`src/rtl/axi_rt_cfg_sequencer.sv`:
```
// Safe reprogramming sequencer for the per-region budget/period registers
// that feed one real-time unit's bandwidth counters.
//
// Software stages new values into shadow registers. A commit isolates the
// RT unit, waits for it to drain, copies every dirty shadow entry to the
// active registers in a single cycle alongside a period-abort pulse, and
// then releases isolation.
//
// Optional feature, enabled by defining AXI_RT_CFG_DRAIN_TIMEOUT_EN:
// DRAIN gives up after DrainTimeout cycles. The sequencer then releases
// isolation without applying anything, keeps the staged values pending,
// and sets a sticky timeout_err_o flag.
module axi_rt_cfg_sequencer #(
    parameter  int NumAddrRegions = 4,
    parameter  int BudgetWidth    = 32,
    parameter  int PeriodWidth    = 32,
    parameter  int DrainTimeout   = 1024,
    localparam int RegionWidth    = (NumAddrRegions > 1) ? $clog2(NumAddrRegions) : 1
) (
    input  logic                                      clk_i,
    input  logic                                      rst_i,
    // staging port
    input  logic                                      stage_valid_i,
    output logic                                      stage_ready_o,
    input  logic                                      stage_dir_i,
    input  logic [RegionWidth-1:0]                    stage_region_i,
    input  logic [BudgetWidth-1:0]                    stage_budget_i,
    input  logic [PeriodWidth-1:0]                    stage_period_i,
    // commit control and status
    input  logic                                      commit_i,
    output logic                                      pending_o,
    output logic                                      busy_o,
    output logic                                      commit_done_o,
    output logic                                      range_err_o,
    // RT unit handshake
    output logic                                      isolate_o,
`ifdef AXI_RT_CFG_DRAIN_TIMEOUT_EN
    output logic                                      timeout_err_o,
`endif
    input  logic                                      isolated_i,
    output logic                                      imtu_abort_o,
    // active values
    output logic [NumAddrRegions-1:0][BudgetWidth-1:0] w_budget_o,
    output logic [NumAddrRegions-1:0][PeriodWidth-1:0] w_period_o,
    output logic [NumAddrRegions-1:0][BudgetWidth-1:0] r_budget_o,
    output logic [NumAddrRegions-1:0][PeriodWidth-1:0] r_period_o
);

    typedef enum logic [1:0] {
        ST_IDLE,
        ST_DRAIN,
        ST_APPLY,
        ST_RELEASE
    } state_e;

    // One bit wider than the region field so that the limit itself is
    // representable even when NumAddrRegions is a power of two.
    localparam logic [RegionWidth:0] RegionLimit = NumAddrRegions[RegionWidth:0];

    state_e state_q, state_d;

    // Index 0 holds the read-direction entries, index 1 the write-direction ones.
    logic [1:0][NumAddrRegions-1:0][BudgetWidth-1:0] shadow_budget_q;
    logic [1:0][NumAddrRegions-1:0][PeriodWidth-1:0] shadow_period_q;
    logic [1:0][NumAddrRegions-1:0][BudgetWidth-1:0] active_budget_q;
    logic [1:0][NumAddrRegions-1:0][PeriodWidth-1:0] active_period_q;
    logic [1:0][NumAddrRegions-1:0]                  dirty_q;
    logic                                            range_err_q;

    logic handshake;
    logic region_ok;
    logic stage_wr;
    logic apply;

    assign handshake = stage_valid_i & stage_ready_o;
    assign region_ok = ({1'b0, stage_region_i} < RegionLimit);
    assign stage_wr  = handshake & region_ok;

`ifdef AXI_RT_CFG_DRAIN_TIMEOUT_EN
    localparam int CntWidth = $clog2(DrainTimeout + 1);
    localparam logic [CntWidth-1:0] CntLast = CntWidth'(DrainTimeout - 1);

    logic [CntWidth-1:0] drain_cnt_q;
    logic                timeout_hit;
    logic                timeout_err_q;
    logic                applied_q;
`endif

    // State register.
    always_ff @(posedge clk_i) begin
        // NOTE: sequential state is always updated with non-blocking
        // assignments so that every register samples pre-edge values.
        if (rst_i) begin
            state_q <= ST_IDLE;
        end else begin
            state_q <= state_d;
        end
    end

    // Next-state and control outputs of the commit sequencer.
    always_comb begin
        // NOTE: every signal gets a default before the case so that no path
        // leaves it unassigned, which would otherwise infer a latch.
        state_d       = state_q;
        stage_ready_o = 1'b0;
        isolate_o     = 1'b0;
        imtu_abort_o  = 1'b0;
        commit_done_o = 1'b0;
        apply         = 1'b0;
`ifdef AXI_RT_CFG_DRAIN_TIMEOUT_EN
        timeout_hit   = 1'b0;
`endif
        unique case (state_q)
            ST_IDLE: begin
                stage_ready_o = 1'b1;
                // A write staged in the same cycle as the commit is included.
                if (commit_i && (pending_o || stage_wr)) begin
                    state_d = ST_DRAIN;
                end
            end
            ST_DRAIN: begin
                isolate_o = 1'b1;
                if (isolated_i) begin
                    state_d = ST_APPLY;
`ifdef AXI_RT_CFG_DRAIN_TIMEOUT_EN
                end else if (drain_cnt_q == CntLast) begin
                    timeout_hit = 1'b1;
                    state_d     = ST_RELEASE;
`endif
                end
            end
            ST_APPLY: begin
                isolate_o    = 1'b1;
                imtu_abort_o = 1'b1;
                apply        = 1'b1;
                state_d      = ST_RELEASE;
            end
            ST_RELEASE: begin
                if (!isolated_i) begin
                    state_d = ST_IDLE;
`ifdef AXI_RT_CFG_DRAIN_TIMEOUT_EN
                    commit_done_o = applied_q;
`else
                    commit_done_o = 1'b1;
`endif
                end
            end
            default: state_d = ST_IDLE;
        endcase
    end

    // Shadow staging, dirty tracking and the atomic shadow-to-active copy.
    always_ff @(posedge clk_i) begin
        // NOTE: the shadow and active arrays are reset on purpose: the RT
        // counters must see zero budgets after reset, and a reset mid-commit
        // must discard whatever was staged.
        if (rst_i) begin
            shadow_budget_q <= '0;
            shadow_period_q <= '0;
            active_budget_q <= '0;
            active_period_q <= '0;
            dirty_q         <= '0;
        end else begin
            if (stage_wr) begin
                for (int i = 0; i < NumAddrRegions; i++) begin
                    if (stage_region_i == RegionWidth'(i)) begin
                        shadow_budget_q[stage_dir_i][i] <= stage_budget_i;
                        shadow_period_q[stage_dir_i][i] <= stage_period_i;
                        dirty_q[stage_dir_i][i]         <= 1'b1;
                    end
                end
            end
            // Staging is blocked outside IDLE, so apply never races a write.
            if (apply) begin
                for (int d = 0; d < 2; d++) begin
                    for (int i = 0; i < NumAddrRegions; i++) begin
                        if (dirty_q[d][i]) begin
                            active_budget_q[d][i] <= shadow_budget_q[d][i];
                            active_period_q[d][i] <= shadow_period_q[d][i];
                        end
                    end
                end
                dirty_q <= '0;
            end
        end
    end

    // One-cycle pulse for an accepted write aimed at a nonexistent region.
    always_ff @(posedge clk_i) begin
        if (rst_i) begin
            range_err_q <= 1'b0;
        end else begin
            range_err_q <= handshake & ~region_ok;
        end
    end

`ifdef AXI_RT_CFG_DRAIN_TIMEOUT_EN
    // Drain watchdog: counts DRAIN cycles from zero, remembers whether this
    // commit applied anything, and latches a sticky timeout flag.
    always_ff @(posedge clk_i) begin
        if (rst_i) begin
            drain_cnt_q   <= '0;
            timeout_err_q <= 1'b0;
            applied_q     <= 1'b0;
        end else begin
            if (state_q == ST_DRAIN) begin
                drain_cnt_q <= drain_cnt_q + CntWidth'(1);
            end else begin
                drain_cnt_q <= '0;
            end
            if (timeout_hit) begin
                timeout_err_q <= 1'b1;
            end
            if (apply) begin
                applied_q <= 1'b1;
            end else if (state_q == ST_IDLE) begin
                applied_q <= 1'b0;
            end
        end
    end

    assign timeout_err_o = timeout_err_q;
`endif

    assign pending_o   = |dirty_q;
    assign busy_o      = (state_q != ST_IDLE);
    assign range_err_o = range_err_q;

    assign r_budget_o = active_budget_q[0];
    assign r_period_o = active_period_q[0];
    assign w_budget_o = active_budget_q[1];
    assign w_period_o = active_period_q[1];

endmodule
```
`config.mk`:
```
export PLATFORM = sky130hd
export DESIGN_NAME = axi_rt_cfg_sequencer
export DESIGN_NICKNAME = d
export VERILOG_FILES = /design/src/rtl/axi_rt_cfg_sequencer.sv
export SDC_FILE = /design/constraint.sdc
export NUM_CORES = 2
export LEC_CHECK = 0
export CORE_MARGIN = 2
export CORE_UTILIZATION = 50
export CTS_BUF_LIST = sky130_fd_sc_hd__clkbuf_16
export DETAILED_ROUTE_END_ITERATION = 8
export GPL_TIMING_DRIVEN = 1
export PLACE_DENSITY = 0.8
export SLEW_MARGIN = 10
export SYNTH_ARGS = -nofsm -noshare
export SYNTH_HDL_FRONTEND = slang
export SYNTH_SLANG_ARGS = --single-unit
```
`constraint.sdc`:
```
create_clock -name clk_i -period 2.9 [get_ports clk_i]
set_input_delay 0.29 -clock clk_i [delete_from_list [all_inputs] [get_ports clk_i]]
set_output_delay 0.29 -clock clk_i [all_outputs]
set_load 0.05 [all_outputs]
```
==> results_dict.tcl <==
set metrics [dict create \
    final_common_cell "nand2_1" \
    rr_worst_depth 7 \
    yosysTopAreaCell "dfxtp_1" \
    design_area_sq_um 45200 \
    rr_startpoint "state_q[0]" \
    grt_use_met3 0.0591 \
    drcViolationCount 0 \
    nNetsFinal 5013 \
    finalSetupViolations 0 \
    synth_seq_cells 1034 \
    seq_area_frac_synth 0.578 \
    dieArea_sq_um 73800 \
    synth_cell_types 26 \
    hold_class "input pin to register" \
    regToRegSetupSlack_ns 0.49 \
    syn_area_sq_um 35800 \
    busiest_layer "met2" \
    tritoncts "yes" \
    p_leak_nw 14.7 \
    p_per_area_nw_per_um2 647 \
    vias_per_cell 5.47 \
    rsz0062_at_grt "no" \
    synth_edf_count 0 \
    drv_slew 0 \
    clockBufferDepth 3 \
    die_h_um 272 \
    clk_latency_ns 0.68 \
    maxClockFrequency_mhz 366 \
    fin_crit_ns 2.73 \
    cp.arrival_ns 2.44 \
    start_util 0.503 \
    antenna_found_initial 6 \
    grt_max_degree 94 \
    numPortBuffers 589 \
    post-cts-setup-buffer-count 0 \
    drt_first_pass_iters 6 \
    synth.top_cells.by_area "dfxtp_1, nand2_1, a21oi_1, buf_2, clkbuf_1" \
    finalSetupTns_ns 0 \
    crit_fanout 5 \
    routed_wirelength_mm 119 \
    r2r_end "shadow_period_q[152]" \
    max_cap_viol_count 0 \
    yosys_warnings 0 \
    hold_path_end "w_budget_o[90]" \
    postSynthAreaPerCell_sq_um 7.84 \
    hold_violations 0 \
    status "finished clean" \
    cp.required_ns 2.61 \
    core_area_sq_um 71200 \
    synthCells 4571 \
    final_cell_mix "nand2_1, dfxtp_1, a21oi_1, clkdlybuf4s50_1, clkbuf_16" \
    drt_iter0_drc 3896 \
    finalPower_mw 29.2 \
    routabilityCongestion 0.835 \
    crit_path_start "state_q[0]" \
    vias 32700 \
    grt_pass1_wl_mm 176 \
    clk_pin_slew_worst_paths_ns 0.06 \
    min_path_cells 2 \
    ios 591 \
    final.fill_count 5955 \
    drive_above_1_share 0.0483 \
    grt_overflow 0 \
    layout-area-overhead-vs-synth_pct 26.2 \
    ir_drop_uv 479 \
    place_area_sq_um 42100 \
    fin_crit_sh 0.942 \
    relSlewSlack 0.316 \
    grt.met1_usage 0.404 \
    grtUsageMet2 0.483 \
    num_rows 98 \
    htreeDepth 3 \
    hpwl_mm 75.4 \
    root_buffer "clkbuf_16" \
    drtAntennaViolNets 0 \
    die_w_um 272 \
    synth_async_sr_flop_share 0 \
    endpoint_kind "primary output" \
    numCtsBuffers 101 \
    critPathLaunchType "register" \
    wire_per_inst_um 20.0 \
    syn_nets 4648 \
    min-delay-start "rst_i" \
    grtUsageTotal 0.309 \
    numClockSinks 1034 \
    critical_path_class "register to primary output" \
    synth_flop_cell "dfxtp_1" \
    grt_pass1_vias 29500 \
    skew_ns 0.0315 \
    synth_top_cell_area_share 0.578 \
    tightest_slew_ns 1.02 \
]
Yosys cell counts, drive strengths merged, types with 5 or more instances:
cell,number
nand2,2058
dfxtp,1034
a21oi,1024
buf,243
clkbuf,154
and2,8
o21a,8
nor2,7
nand2b,6
or2,6
ha,5
where the power goes:
part	leakage, nW	switching, mW	internal, mW	total (mW)
Clock	1.61	5.57	6.91	12.5
Sequential	8.34	0.156	14.5	14.6
Combinational	4.77	1.55	0.566	2.11
Total	14.7	7.28	22.0	29.2
flip-flops by register name (all words and copies together), names as in the netlist:
| name | flops |
|---|---|
| shadow_budget_q | 256 |
| shadow_period_q | 256 |
| r_budget_o | 128 |
| r_period_o | 128 |
| w_budget_o | 128 |
| w_period_o | 128 |
| dirty_q | 8 |
| state_q | 2 |
cell type report:
class | count | area (sq um) | share of cell area
clock inverters | 79 | 564 | 0.0125
repair buffers | 659 | 6830 | 0.151
well taps | 950 | 1190 | 0.0263
flip-flops and latches | 1034 | 20700 | 0.458
diodes | 3 | 7.51 | 0.000166
multi-input cells | 3137 | 13300 | 0.295
inverters | 3 | 11.3 | 0.000249
clock buffers | 103 | 2580 | 0.0570
metal layers:
layer | wire length (um) | vias up | share of wire
li1 | - | 15300 | -
met1 | 46500 | 15400 | 0.39
met4 | 6800 | 4 | 0.057
met3 | 11400 | 346 | 0.096
met2 | 54700 | 1659 | 0.46
met5 | 26 | - | 0.00022
critical path, stage by stage (launching register included):
cell             delay (ns)
dfxtp_1                0.39
inv_1                  0.10
ha_1                   0.31
inv_1                  0.15
clkdlybuf4s50_1        0.82
kinds of logic (layout without fill, tap and decap cells):
group / Yosys count / in the layout / share of synthesized area
compound gates: 1034 / 1034 / 0.145
fa+ha+maj: 5 / 5 / 0.00175
buf+inv: 400 / 844 / 0.0524
flops: 1034 / 1034 / 0.578
mux: 3 / 3 / 0.000838
other cells: 1 / 4 / 0.000105
simple gates: 2094 / 2094 / 0.222
metrics by stage:
stage	std cells	setup WS [ns]	hold WS (ns)	util
3_3_place_gp	5783	0.454	0.435	0.590
3_5_place_dp	5783	0.406	0.442	0.590
5_1_grt	5966	0.0264	0.123	0.635
2_1_floorplan	4571	0.836	0.432	-
6_report	5968	0.168	0.131	0.635
4_1_cts	5965	0.147	0.112	0.634
worst max-delay path by stage:
stage | endpoint | slack [ns] | cells past startpoint
3_3_place_gp | shadow_period_q[124] | 0.45 | 6
4_1_cts | busy_o | 0.15 | 4
6_report | busy_o | 0.17 | 4
3_5_place_dp | shadow_period_q[102] | 0.41 | 6
5_1_grt | pending_o | 0.03 | 3
2_1_floorplan | state_q[0] | 0.84 | 5
repair_timing:
item | CTS | global route
resized for setup | 1 | 0
hold buffers | 0 | 0
hold endpoints to repair | 0 | 0
setup endpoints to repair | 1 | 0
(Power assumes the default switching activity.)
